## src/rtl/stop_watch_ctrl.sv

```systemverilog
// Stop-watch control sequencer: conditions the start/stop and lap/clear buttons,
// runs the IDLE/RUN/LAP/STOP machine, latches lap times and selects the display source.
module stop_watch_ctrl #(
    parameter int unsigned DEB_CYCLES = 160,
    parameter int unsigned CNT_W      = 16
) (
    input  logic       I_CLK,
    input  logic       I_RESN,
    input  logic       I_BTN_SS,
    input  logic       I_BTN_LC,
    input  logic [9:0] I_TIMER_MS,
    input  logic [5:0] I_TIMER_SEC,
    output logic       O_EN,
    output logic       O_CLR,
    output logic [9:0] O_DISP_MS,
    output logic [5:0] O_DISP_SEC,
    output logic       O_LAP_VALID,
    output logic [3:0] O_LAP_CNT,
    output logic [1:0] O_STATE
);

    typedef enum logic [1:0] {
        ST_IDLE = 2'd0,
        ST_RUN  = 2'd1,
        ST_LAP  = 2'd2,
        ST_STOP = 2'd3
    } state_t;

    localparam logic [CNT_W-1:0] DEB_MAX = CNT_W'(DEB_CYCLES - 1);
    localparam logic [CNT_W-1:0] CNT_ONE = CNT_W'(1);

    // Bit 0 carries the start/stop button, bit 1 the lap/clear button.
    logic [1:0]            sync1_q, sync2_q;
    logic [1:0]            deb_q, deb_d, deb_prev_q;
    logic [1:0]            press_s;
    logic [1:0][CNT_W-1:0] cnt_q, cnt_d;
    logic                  ss_s, lc_s;

    state_t     state_q, state_d;
    logic       en_q, en_d;
    logic       clr_q, clr_d;
    logic       lap_valid_q, lap_valid_d;
    logic [3:0] lap_cnt_q, lap_cnt_d;
    logic [9:0] lap_ms_q, lap_ms_d;
    logic [5:0] lap_sec_q, lap_sec_d;

    // Debounce: accept a new level only after DEB_CYCLES consecutive differing samples.
    always_comb begin
        deb_d = deb_q;
        cnt_d = cnt_q;
        for (int b = 0; b < 2; b++) begin
            if (sync2_q[b] == deb_q[b]) begin
                cnt_d[b] = '0;
            end else if (cnt_q[b] == DEB_MAX) begin
                deb_d[b] = sync2_q[b];
                cnt_d[b] = '0;
            end else begin
                cnt_d[b] = cnt_q[b] + CNT_ONE;
            end
        end
    end

    assign press_s = deb_q & ~deb_prev_q;
    assign ss_s    = press_s[0];
    assign lc_s    = press_s[1];

    // Next-state and registered-output logic; start/stop wins over a coincident lap/clear.
    always_comb begin
        state_d   = state_q;
        clr_d     = 1'b0;
        lap_cnt_d = lap_cnt_q;
        lap_ms_d  = lap_ms_q;
        lap_sec_d = lap_sec_q;
        case (state_q)
            ST_IDLE: begin
                if (ss_s) begin
                    state_d = ST_RUN;
                end else if (lc_s) begin
                    state_d = ST_IDLE;
                    clr_d   = 1'b1;
                end else begin
                    state_d = ST_IDLE;
                end
            end
            ST_RUN: begin
                if (ss_s) begin
                    state_d = ST_STOP;
                end else if (lc_s) begin
                    state_d   = ST_LAP;
                    lap_ms_d  = I_TIMER_MS;
                    lap_sec_d = I_TIMER_SEC;
                    lap_cnt_d = (lap_cnt_q == 4'd15) ? 4'd15 : lap_cnt_q + 4'd1;
                end else begin
                    state_d = ST_RUN;
                end
            end
            ST_LAP: begin
                if (ss_s) begin
                    state_d = ST_STOP;
                end else if (lc_s) begin
                    state_d = ST_RUN;
                end else begin
                    state_d = ST_LAP;
                end
            end
            ST_STOP: begin
                if (ss_s) begin
                    state_d = ST_RUN;
                end else if (lc_s) begin
                    state_d   = ST_IDLE;
                    clr_d     = 1'b1;
                    lap_cnt_d = 4'd0;
                end else begin
                    state_d = ST_STOP;
                end
            end
            default: begin
                state_d = ST_IDLE;
            end
        endcase
        en_d        = (state_d == ST_RUN) || (state_d == ST_LAP);
        lap_valid_d = (state_d == ST_LAP);
    end

    // All state, including the button conditioners, with synchronous active-low reset.
    always_ff @(posedge I_CLK) begin
        if (!I_RESN) begin
            sync1_q     <= 2'b00;
            sync2_q     <= 2'b00;
            deb_q       <= 2'b00;
            deb_prev_q  <= 2'b00;
            cnt_q       <= '0;
            state_q     <= ST_IDLE;
            en_q        <= 1'b0;
            clr_q       <= 1'b0;
            lap_valid_q <= 1'b0;
            lap_cnt_q   <= 4'd0;
            lap_ms_q    <= 10'd0;
            lap_sec_q   <= 6'd0;
        end else begin
            sync1_q     <= {I_BTN_LC, I_BTN_SS};
            sync2_q     <= sync1_q;
            deb_q       <= deb_d;
            deb_prev_q  <= deb_q;
            cnt_q       <= cnt_d;
            state_q     <= state_d;
            en_q        <= en_d;
            clr_q       <= clr_d;
            lap_valid_q <= lap_valid_d;
            lap_cnt_q   <= lap_cnt_d;
            lap_ms_q    <= lap_ms_d;
            lap_sec_q   <= lap_sec_d;
        end
    end

    assign O_EN        = en_q;
    assign O_CLR       = clr_q;
    assign O_LAP_VALID = lap_valid_q;
    assign O_LAP_CNT   = lap_cnt_q;
    assign O_STATE     = state_q;
    assign O_DISP_MS   = (state_q == ST_LAP) ? lap_ms_q  : I_TIMER_MS;
    assign O_DISP_SEC  = (state_q == ST_LAP) ? lap_sec_q : I_TIMER_SEC;

endmodule

```

## config.mk

```make
export PLATFORM = sky130hd
export DESIGN_NAME = stop_watch_ctrl
export DESIGN_NICKNAME = d
export VERILOG_FILES = /design/src/rtl/stop_watch_ctrl.sv
export SDC_FILE = /design/constraint.sdc
export NUM_CORES = 1
export LEC_CHECK = 0
export ABC_AREA = 0
export BUFFER_PORTS_ARGS = -buffer_cell sky130_fd_sc_hd__buf_2
export CAP_MARGIN = 20
export CORE_MARGIN = 4
export CORE_UTILIZATION = 63
export CTS_BUF_LIST = sky130_fd_sc_hd__clkbuf_4
export DETAILED_ROUTE_END_ITERATION = 6
export PLACE_DENSITY = 0.95
export SLEW_MARGIN = 5
export SYNTH_ARGS = -nofsm -noshare
export SYNTH_HDL_FRONTEND = slang
export SYNTH_SLANG_ARGS = --single-unit
```

## constraint.sdc

```tcl
create_clock -name I_CLK -period 3.14 [get_ports I_CLK]
set_input_delay 0.157 -clock I_CLK [delete_from_list [all_inputs] [get_ports I_CLK]]
set_output_delay 0.157 -clock I_CLK [all_outputs]
set_load 0.005 [all_outputs]
```

After elaboration in Yosys (flattened, before gate mapping)
Cells that the tools add are included.
- flip-flop bits (word level): 65
- bits of input ports: 20
- output and inout bits: 25
- $add $sub $neg: 3
- eq/ne operators: 14
- muxes and demuxes: 17
- bitwise operators: 7
- reductions and logical operators: 11
- operators by type and width (kind ; count):
    $add 16x1->16 const B ; 2
    $eq 16x8->1 const B ; 2
    $mux 4 ; 5
    $mux 2 ; 6
    $mux 10 ; 1
    $reduce_or 3->1 ; 3
    $ne 2x2->1 const B ; 4
    $pmux 2 s4 ; 1
    $pmux 4 s2 ; 1
    $eq 2x2->1 const B ; 3
    $mux 6 ; 1
    $not 1->1 ; 5
    $reduce_and 5->1 ; 1
    $add 4x1->4 const B ; 1
    $eq 2x1->1 const B ; 2
    $eq 4x4->1 const B ; 1
    $reduce_and 2->1 ; 2
    $reduce_and 3->1 ; 1
    $and 2x2->2 ; 1
    $eq 1x1->1 ; 2
    $logic_not 2->1 ; 1
    $mux 1 ; 2
    $not 2->2 ; 1
    $reduce_bool 2->1 ; 1
    2 further kinds ; 2

Longest topological paths before layout
Gate-level depths: netlist (run 1).
- word-level depth: 7
- mapped depth: 8
- gate-level depth less buffers: 8

Worst setup path before layout (run 1)
No wires, ideal clock.
- path kind: reg-to-reg
- start point: register state_q[0], in the netlist O_STATE[0]
- end point: register lap_valid_q, in the netlist O_LAP_VALID
- arrival time: 1.523 ns
- data required time: 3.025 ns
- path slack: 1.503 ns
- stages on the path, launching flop included: 8
- buffers on the path: 1
- clock period less this slack: 1.637 ns
- cells stage by stage: dfxtp_1 > inv_1 > ha_1 > buf_2 > a2bb2o_1 > a22o_1 > ha_1 > and2_1
- longest elaborated chain between the ends: 3
- ends and longest elaborated chain (item ; RTL line ; source):
    start, declared ; 39 ; state_t state_q, state_d;
    start signal, assigned ; 146 ; state_q <= state_d;
    $eq 2x2->1, or another cell as far along ; 74 ; case (state_q)
    $pmux 2 s4 (*) ; 74 ;
    $eq 2x2->1 (*) ; 122 ; lap_valid_d = (state_d == ST_LAP);
    via lap_valid_d ; 42 ; logic lap_valid_q, lap_valid_d;
    end signal, assigned ; 149 ; lap_valid_q <= lap_valid_d;
    end, declared ; 42 ;
Mark *: on every way through the listed nets, which the timed path passes. The rest lies on a longest branch.
A chain may end at the register's enable or synchronous reset.

Worst setup path after layout (run 1)
- start point: register state_q[0], in the netlist O_STATE[0]
- end point: output O_DISP_MS[0]
- longest elaborated chain between the ends: 2
- ends and longest elaborated chain (item ; RTL line ; source):
    $eq 2x2->1 ; 161 ; assign O_DISP_MS = (state_q == ST_LAP) ? lap_ms_q : I_TIMER_MS;
    $mux 10 ; 161 ;
    end, declared ; 15 ; output logic [9:0] O_DISP_MS,
Every way passes these cells.

==> results of run 1 <==
[Yosys cell counts, drive strengths merged]
| library cell | number |
|---|---|
| a2111o | 1 |
| a211o | 1 |
| a21oi | 3 |
| a22o | 1 |
| a2bb2o | 1 |
| a31oi | 2 |
| a41oi | 1 |
| and2 | 7 |
| and2b | 1 |
| and3 | 1 |
| and4 | 2 |
| buf | 6 |
| clkbuf | 3 |
| clkinv | 1 |
| dfxtp | 65 |
| ha | 8 |
| inv | 12 |
| mux2 | 16 |
| mux2i | 18 |
| nand2 | 8 |
| nand2b | 2 |
| nand3 | 16 |
| nand4 | 12 |
| nand4b | 1 |
| nor2 | 56 |
| nor2b | 1 |
| nor3 | 13 |
| nor3b | 2 |
| nor4 | 11 |
| nor4b | 2 |
| o21ai | 2 |
| o21bai | 1 |
| o221a | 1 |
| xnor2 | 22 |
| xor2 | 8 |
[flip-flops by register name, summed over array words and instances, names as in the netlist]
| name | count |
|---|---|
| cnt_q | 32 |
| lap_ms_q | 10 |
| lap_sec_q | 6 |
| O_LAP_CNT | 4 |
| O_STATE | 2 |
| deb_prev_q | 2 |
| deb_q | 2 |
| sync1_q | 2 |
| sync2_q | 2 |
| O_CLR | 1 |
| O_EN | 1 |
| O_LAP_VALID | 1 |
[critical path, delay by kind of cell (launching register included)]
family | cells | cell delay (ns)
buffers and inverters | 3 | 0.52
muxes | 1 | 0.38
DFF | 1 | 0.37
adders and majority gates | 1 | 0.22
[layout make-up]
cell class / count / area, um2
clock buffer: 13 / 97.59
clock inverter: 3 / 17.52
fill: 277 / 1214
inverter: 13 / 48.80
multi-input combinational: 221 / 1635
sequential: 65 / 1301
tap: 67 / 83.83
timing repair buffer: 55 / 325.3
[routing by layer]
| metal | vias to the layer above | track usage [%] |
|---|---|---|
| met2 | 96 | 42.04 |
| li1 | 1184 | - |
| met1 | 1162 | 27.88 |
| met4 | 0 | 13.35 |
| met5 | - | 0 |
| met3 | 30 | 8.701 |
[timing repair]
| item | CTS | global route |
|---|---|---|
| hold buffers | 9 | 0 |
| hold endpoints to repair | 9 | 0 |
| buffers inserted | 0 | 0 |
[power breakdown]
part	internal, mW	switching [mW]
Clock	0.197	0.292
Combinational	0.0333	0.0301
Sequential	0.827	0.00204
[kinds of logic after synthesis]
family                   Yosys count  share of synthesized area (%)
multiplexers                      34                          11.79
flip-flops                        65                          42.59
buffers and inverters             22                          3.890
AND/OR/NAND/NOR                  135                          26.45
AO/OA/AOI/OAI                     14                          3.399
adder cells (fa/ha/maj)            8                          3.276
XOR/XNOR                          30                          8.599
[worst paths after layout]
| check | startpoint | to | depth (start not counted) |
|---|---|---|---|
| max reg2reg | O_STATE[1] | O_EN | 8 |
| max | O_STATE[0] | O_DISP_MS[0] | 5 |
| min | I_TIMER_SEC[0] | lap_sec_q[0] | 3 |
| min reg2reg | sync1_q[0] | sync2_q[0] | 1 |
[per-stage QoR]
stage / instances / total power, mW / util (%)
6_report: 437 / 1.381 / 74.30
5_1_grt: 437 / 1.429 / 74.30
4_1_cts: 437 / 1.381 / 74.30
3_5_place_dp: 412 / 0.8999 / 69.96
3_3_place_gp: 412 / 0.8979 / 69.96
2_1_floorplan: 308 / 0.8736 / -
==> metrics, run 1 <==
drt wl/cell=around 16 um; synth warn=0; data arrival at the endpoint of the critical path=about 1.9 ns; placed wire-length estimate after detailed placement=between 4 and 5 mm; TritonCTS Sinks=65; post-synth top area share=42.59%; worst endpoint required time=2.98 ns; Root Buffer Master=sky130_fd_sc_hd__clkbuf_4; pin count of the biggest net entering global routing=26; detailed-route DRC error count=0; final setup vio count=0; upper clock frequency limit=0.4903 GHz; DIE HEIGHT=approximately 78 um; Layout area overhead=14.87%; setup tns final=0 ns; placer congestion estimate=0.8226; clock skew=0.02161 ns; number of nets in the synthesized netlist=336; sequential area share after synthesis=42.59%; Unique masters post-synth=42; drt total wl=about 7.0 mm; met3 wire length=443 um; ratio of total power to cell area=393.6 nW/um2; flip-flop and latch count after synthesis=65; via count=2472; ports placed on the boundary=45; Min Hold Slack=0.02395 ns; mean area per synthesized cell=~9.9 um2; final critical delay including setup and external delays=2.040 ns; Total Nets Final=393; combined area of all synthesized cells=3055 um2; total number of placement rows=25; Tot GR Track Use=25.12%; number of resized instances in the post-cts repair step=0; cell leakage power=between 1 and 1.5 nW; antenna violations before repair=0; first-pass GRT wire length=12.02 mm; Skew-Pair Late Insertion Delay=0.40 ns; Final Max Tran Viols=0; overall die width=77.64 um; final critical-path setup slack=1.100 ns; maximum fanout encountered on the critical timing path=16; sort of element at the end of the critical path=primary output; WS Path Type=reg -> out; initial core utilization=approximately two thirds; unrepaired setup endpoints after global routing=false; main area contributors after synthesis=sky130_fd_sc_hd__dfxtp_1, sky130_fd_sc_hd__xnor2_1, sky130_fd_sc_hd__mux2i_1, sky130_fd_sc_hd__mux2_2, sky130_fd_sc_hd__nor2_1; clock-pin slew of the registers on the worst-case setup and hold paths=~0.11 ns; overflow left after global routing=0; total met2 wirelength after detailed routing=3.405 mm; Critical Path Start Type=flip-flop; standard cell area after detailed placement=3304 um2; Pre-antenna DRT Iters=4; max-cap viol count=0; commonest cells after routing, fill and taps aside=sky130_fd_sc_hd__dfxtp_1, sky130_fd_sc_hd__nor2_1, sky130_fd_sc_hd__buf_2; peak supply drop=450.4 uV; Place WS=between 1 and 1.5 ns; CTS H-Tree Depth=3; delay of the slowest critical-path stage=0.38 ns; Synth area leader=sky130_fd_sc_hd__dfxtp_1; Core ar.=around 4700 um2; R2R setup slack=1.33 ns; area enclosed by the die boundary=6028 um2; most common cell after layout, fill and taps aside=sky130_fd_sc_hd__dfxtp_1; share of final-layout standard cells stronger than drive strength 1=between 20% and 30%; final instance area=about 3500 um2; Worst Tran Pin Value=just over 0.7 ns; routed length on met1=2.871 mm; Max Root-Sink Buffers=2; clock tree from TritonCTS=yes; class of the tightest hold or removal check=in -> reg; headroom to the max-slew limit=51.49%; Vias per Instance=5.657; top routing layer in use=met4; final count of hold timing violations=0; final antenna diode count=0; starting DRC count in detailed routing=111; number of cells produced by synthesis=approximately 310; slowest cell on the critical path=sky130_fd_sc_hd__mux2_2; Tcrit/Tclk final=64.96%; crit path cell chain=inv_1 > ha_1 > buf_4 > mux2_2 > buf_2; number of buffer cells added on primary ports=44; number of CTS-inserted buffers=9; run status=finished, final reports clean; vias in the first global route=2572; antenna-violating nets left=0
Power figures use the tool's default switching activity.
==> run 2: changes to the inputs <==
Settings changed: CORE_UTILIZATION 63 to 53, PLACE_DENSITY 0.95 to 0.9.
Clock period 3.14 ns to 1.7 ns, I/O delays scaled along.
==> metrics, run 2 (synthesis results as in run 1) <==
violated checks=setup timing; commonest cells after routing, fill and taps aside=sky130_fd_sc_hd__dfxtp_1, sky130_fd_sc_hd__nor2_1, sky130_fd_sc_hd__buf_2; most common cell after layout, fill and taps aside=sky130_fd_sc_hd__dfxtp_1; Final Max Tran Viols=0 (unchanged); area enclosed by the die boundary=7043 um2 (+17%); antenna-violating nets left=0 (unchanged); setup tns final=-1.168 ns (-1.168 ns); Vias per Instance=6.183 (+9.3%); Root Buffer Master=sky130_fd_sc_hd__clkbuf_4; cell leakage power=1.581 nW (+14%); Core ar.=5540 um2 (+17%); number of buffer cells added on primary ports=44 (unchanged); Tot GR Track Use=22.85% (-2.3 points); total number of placement rows=27 (+8.0%); unrepaired setup endpoints after global routing=true; ports placed on the boundary=45 (unchanged); Pre-antenna DRT Iters=5 (+1); Skew-Pair Late Insertion Delay=0.42 ns (+0.02 ns); Max Root-Sink Buffers=2 (unchanged); max FFs per register=32 (unchanged); final critical-path setup slack=-0.09313 ns (-1.193 ns); antenna violations before repair=0 (unchanged); run status=complete, but fails checks; CTS H-Tree Depth=3 (unchanged); Largest regs=cnt_q: 32 flops, lap_ms_q: 10 flops, lap_sec_q: 6 flops; DIE HEIGHT=83.93 um (+8.1%); Layout area overhead=29.53%; drt wl/cell=21.42 um (+34%); clock tree from TritonCTS=yes; Critical Path Start Type=flip-flop; final critical delay including setup and external delays=1.793 ns; final count of hold timing violations=0 (unchanged); peak supply drop=473.9 uV (+5.2%); data arrival at the endpoint of the critical path=2.15 ns (+0.27 ns); ratio of total power to cell area=685.7 nW/um2 (+74%); pin count of the biggest net entering global routing=19 (-27%); Tcrit/Tclk final=105.5%; register bank with the most flops=cnt_q; Place WS=0.08189 ns (-1.412 ns); overall die width=83.93 um (+8.1%); final setup vio count=22 (+22); clock skew=0.02258 ns (+0.0009714 ns); starting DRC count in detailed routing=308 (+180%); drt total wl=9.832 mm (+41%); TritonCTS Sinks=65 (unchanged); maximum fanout encountered on the critical timing path=5 (-11); Post-Route Utilization=71.43% (-2.9 points); via count=2838 (+15%); class of the tightest hold or removal check=in -> reg; vias in the first global route=2635 (+2.4%); first-pass GRT wire length=13.10 mm (+9.0%); number of CTS-inserted buffers=9 (unchanged); WS Path Type=reg -> reg; Worst Tran Pin Value=0.4729 ns (-0.2502 ns); sort of element at the end of the critical path=flip-flop; Min Hold Slack=0.07253 ns (+0.04858 ns); placed wire-length estimate after detailed placement=4.287 mm (+0.63%); overflow left after global routing=0 (unchanged); worst endpoint required time=2.05 ns (-0.93 ns); final antenna diode count=0 (unchanged); clock-pin slew of the registers on the worst-case setup and hold paths=0.12 ns (about the same); Total Nets Final=412 (+4.8%); detailed-route DRC error count=0 (unchanged); share of final-layout standard cells stronger than drive strength 1=32.30% (+3.4 points); placer congestion estimate=0.8429 (+2.5%); max-cap viol count=0 (unchanged); headroom to the max-slew limit=68.18% (+17 points); upper clock frequency limit=between 0.5 and 0.6 GHz; initial core utilization=55.15% (-9.5 points)
[run 2: per-stage QoR]
step                std cells  power [mW]  instance area [um2]
detailed placement        423       1.668                 3368
global placement          423       1.663                 3368
global route              459       2.772                 3958
finish                    459       2.714                 3958
floorplan                 308       1.614                 3055
CTS                       457       2.623                 3707
[run 2: layout make-up]
cell class	instances	area, um2
multi-input combinational	221	1780
fill	336	1583
sequential	65	1309
timing repair buffer	74	610.6
tap	72	90.09
clock buffer	9	67.56
inverter	13	51.30
clock inverter	5	48.80
[run 2: critical path, cell delays in order, from the launching register on]
cell and delay (ns):
sky130_fd_sc_hd__dfxtp_4 0.38, sky130_fd_sc_hd__inv_4 0.08, sky130_fd_sc_hd__ha_4 0.19, sky130_fd_sc_hd__a2bb2o_1 0.33, sky130_fd_sc_hd__a22o_1 0.26, sky130_fd_sc_hd__ha_1 0.32, sky130_fd_sc_hd__nor2_1 0.16
[run 2: what timing repair did]
action,4_1_cts,5_1_grt
pin swaps,1,1
setup endpoints to repair,16,46
buffers inserted,1,2
hold buffers,18,0
resized for setup,10,48
gates cloned,1,0
hold endpoints to repair,18,0
[run 2: worst paths after layout]
check / to / cells past startpoint / from / slack (ns)
setup / recovery: O_EN / 6 / O_STATE[0] / -0.09
setup reg to reg: O_EN / 6 / O_STATE[0] / -0.09
hold / removal: sync2_q[0] / 2 / I_RESN / 0.07
hold reg to reg: sync2_q[0] / 1 / sync1_q[0] / 0.49
[run 2: report_power, final]
part | switching (mW) | internal [mW]
clock | 0.576 | 0.419
combinational | 0.0817 | 0.109
sequential | 0.00368 | 1.52
total | 0.661 | 2.05
[run 2: metal layers]
| metal | global-route usage, % | wire, um | part of all wire [%] | up-vias |
|---|---|---|---|---|
| li1 | - | - | - | 1224 |
| met3 | 6.219 | 927 | 9.4 | 71 |
| met1 | 26.19 | 3725 | 38 | 1346 |
| met2 | 40.42 | 4635 | 47 | 197 |
| met5 | 0 | 0 | 0 | - |
| met4 | 8.333 | 544 | 5.5 | 0 |
==> run 3: changes to the inputs <==
Settings changed: ABC_AREA 0 to 1, CORE_UTILIZATION 53 to 64, PLACE_DENSITY 0.9 to 0.95.
Clock period 1.7 ns to 2.08 ns, I/O delays scaled along.
==> metrics, run 3 <==
run status=finished, final reports clean; final critical delay including setup and external delays=between 1.5 and 2 ns; clock power share=37.2% (+0.6 points); TritonCTS Sinks=65 (unchanged); slowest cell on the critical path=sky130_fd_sc_hd__dfxtp_1; setup tns final=0 ns (+1.168 ns); max-cap viol count=0 (unchanged); clock skew=0.02577 ns (+0.003195 ns); via count=3267 (+15%); number of CTS-inserted buffers=9 (unchanged); vias in the first global route=3246 (+23%); ratio of total power to cell area=583.9 nW/um2 (-15%); starting DRC count in detailed routing=257 (-17%); Tcrit/Tclk final=92.79%; placed wire-length estimate after detailed placement=5.079 mm (+18%); clock-pin slew of the registers on the worst-case setup and hold paths=0.10 ns (-0.02 ns); Pre-antenna DRT Iters=5 (unchanged); pin count of the biggest net entering global routing=34 (+15); Largest regs=cnt_q: 32 flops, lap_ms_q: 10 flops, lap_sec_q: 6 flops; Layout area overhead=16.84%; DIE HEIGHT=78.75 um (-6.2%); Synth area leader=sky130_fd_sc_hd__dfxtp_1; worst path buffer plus inverter count=3 (+2); max FFs per register=32 (unchanged); headroom to the max-slew limit=77.05% (+8.9 points); drt total wl=8.126 mm (-17%); placer congestion estimate=0.8513 (+1.0%); post-synth top area share=40.63% (-2.0 points); overflow left after global routing=0 (unchanged); peak supply drop=438.6 uV (-7.4%); antenna violations before repair=0 (unchanged); total number of placement rows=25 (-7.4%); crit path cell chain=inv_1 > ha_1 > buf_6 > nor2_1 > a21oi_1 > buf_2; cell leakage power=1.581 nW (about the same); Root Buffer Master=sky130_fd_sc_hd__clkbuf_4; drt wl/cell=13.66 um (-36%); Worst Tran Pin Value=0.3429 ns (-0.1300 ns); post-synthesis async set-or-reset flop share=0% (unchanged); Post-synth EDFFs=0 (unchanged); number of buffer cells added on primary ports=44 (unchanged); Final Max Tran Viols=0 (unchanged); clock tree from TritonCTS=yes; sequential area share after synthesis=40.63% (-2.0 points); top-count cell post-synth=sky130_fd_sc_hd__nand2_1; main area contributors after synthesis=sky130_fd_sc_hd__dfxtp_1, sky130_fd_sc_hd__nand2_1, sky130_fd_sc_hd__inv_1, sky130_fd_sc_hd__nor2_1, sky130_fd_sc_hd__a21oi_1; combined area of all synthesized cells=3203 um2 (+4.8%); standard cell area after detailed placement=3447 um2 (+2.3%); data arrival at the endpoint of the critical path=1.83 ns (-0.32 ns); detailed-route DRC error count=0 (unchanged); Sw Ratio=23.57% (-0.80 points); synth warn=0 (unchanged); count of filler cells inserted in the layout=325 (-3.3%); antenna-violating nets left=0 (unchanged); Most used DFF post-synth=sky130_fd_sc_hd__dfxtp_1; area taken by multi-input logic gates=1549 um2 (-13%); class of the tightest hold or removal check=in -> reg; final setup vio count=0 (-100%); upper clock frequency limit=0.5181 GHz; count of buffers added by post-CTS timing repair for setup=0 (-1); Total Nets Final=553 (+34%); WS Path Type=reg -> out; Vias per Instance=5.491 (-11%); mean area per synthesized cell=6.933 um2 (-30%); initial core utilization=66.93% (+12 points); CTS H-Tree Depth=3 (unchanged); area enclosed by the die boundary=6201 um2 (-12%); register bank with the most flops=cnt_q; sort of element at the end of the critical path=primary output; Critical Path Start Type=flip-flop; sequential standard cell area=1301 um2 (-0.57%); unrepaired setup endpoints after global routing=false; register share of total power=57.3% (+1.0 points); most common cell after layout, fill and taps aside=sky130_fd_sc_hd__nand2_1; commonest cells after routing, fill and taps aside=sky130_fd_sc_hd__nand2_1, sky130_fd_sc_hd__inv_1, sky130_fd_sc_hd__nor2_1; final count of hold timing violations=0 (unchanged); share of final-layout standard cells stronger than drive strength 1=15.91% (-16 points); number of nets in the synthesized netlist=490 (+46%); worst endpoint required time=1.98 ns (-0.07 ns); most numerous cell types in the synthesized netlist=sky130_fd_sc_hd__nand2_1, sky130_fd_sc_hd__inv_1, sky130_fd_sc_hd__nor2_1; delay of the slowest critical-path stage=0.35 ns (-0.03 ns); first-pass GRT wire length=13.59 mm (+3.7%); Max Root-Sink Buffers=2 (unchanged); final instance area=3742 um2 (-5.4%); final antenna diode count=0 (unchanged); Skew-Pair Late Insertion Delay=0.43 ns (about the same); Min Hold Slack=0.04977 ns (-0.02277 ns); fraction of power consumed by combinational cells=5.5% (-1.5 points); ports placed on the boundary=45 (unchanged); family with the most delay on the worst path=buffers and inverters; Tot GR Track Use=28.11% (+5.3 points); maximum fanout encountered on the critical timing path=32 (+27); overall die width=78.75 um (-6.2%); number of cells produced by synthesis=462 (+50%); net switching component of the power=0.5149 mW (-22%); Core ar.=4786 um2 (-14%); flip-flop and latch count after synthesis=65 (unchanged); Pint=1.670 mW (-19%); Unique masters post-synth=29 (-31%)
==> run 3: cell types whose count changed in the layout (fill, tap and decap cells not counted), sizes merged, moves of 18 or more <==
cell / previous run / this run
nand2: 8 / 95
inv: 12 / 72
a21oi: 3 / 50
nor2: 56 / 81
o21ai: 2 / 22
mux2i: 18 / 0
==> run 3: path summary, 6_finish.rpt <==
| check | start | end | slack, ns | depth (start not counted) |
|---|---|---|---|---|
| worst min register to register | sync1_q[0] | sync2_q[0] | 0.44 | 2 |
| worst max-delay path | O_STATE[0] | O_DISP_MS[9] | 0.15 | 6 |
| worst max register to register | O_STATE[1] | lap_ms_q[3] | 0.42 | 6 |
| worst min-delay path | I_TIMER_SEC[0] | lap_sec_q[0] | 0.05 | 3 |
==> run 3: power by group through the flow <==
stage	sequential, mW	combinational [mW]	clock [mW]
3_3_place_gp	1.28	0.0843	0
2_1_floorplan	1.28	0.0469	0
6_report	1.25	0.120	0.813
3_5_place_dp	1.28	0.0883	0
5_1_grt	1.25	0.130	0.888
4_1_cts	1.25	0.112	0.812
==> run 3: cell type report <==
| class | instances | area share [%] |
|---|---|---|
| timing repair buffer | 64 | 11.13 |
| clock inverter | 4 | 1.237 |
| clock buffer | 10 | 2.006 |
| tap | 67 | 2.240 |
| multi-input combinational | 313 | 41.39 |
| inverter | 72 | 7.222 |
| sequential | 65 | 34.77 |
==> run 3: kinds of logic after synthesis <==
logic type	synth area share [%]
AO/OA/AOI/OAI	12.27
XOR/XNOR	3.281
buffers and inverters	11.02
adder cells (fa/ha/maj)	3.125
flip-flops	40.63
AND/OR/NAND/NOR	29.69
==> run 3: what timing repair did <==
action	CTS	global route
endpoints found under the setup margin	0	1
hold buffers	16	1
gates resized for setup	0	1
hold endpoints to repair	16	1
==> run 3: metrics by stage <==
stage	std cells	power, mW	worst slack, ns	util, %
floorplan	462	1.327	0.6092	-
global placement	564	1.364	0.6017	72.03
detailed placement	564	1.369	0.4985	72.03
CTS	594	2.176	0.1939	77.91
global route	595	2.271	0.08630	78.20
finish	595	2.185	0.1501	78.20
==> run 3: worst register-to-register path, cell delays in order (launching register included) <==
cell and delay (ns):
sky130_fd_sc_hd__dfxtp_1 0.41, sky130_fd_sc_hd__inv_1 0.09, sky130_fd_sc_hd__ha_1 0.23, sky130_fd_sc_hd__nand3_2 0.08
sky130_fd_sc_hd__buf_4 0.30, sky130_fd_sc_hd__o21ai_0 0.19, sky130_fd_sc_hd__a21oi_1 0.28
==> run 3: per-layer routing <==
layer  global-route usage [%]  vias up  part of all wire, %
met5                        0        -                    0
met4                    22.73        0                  6.9
met3                    8.957       59                  6.3
met2                    49.24      160                   51
met1                    26.80     1476                   36
li1                         -     1572                    -
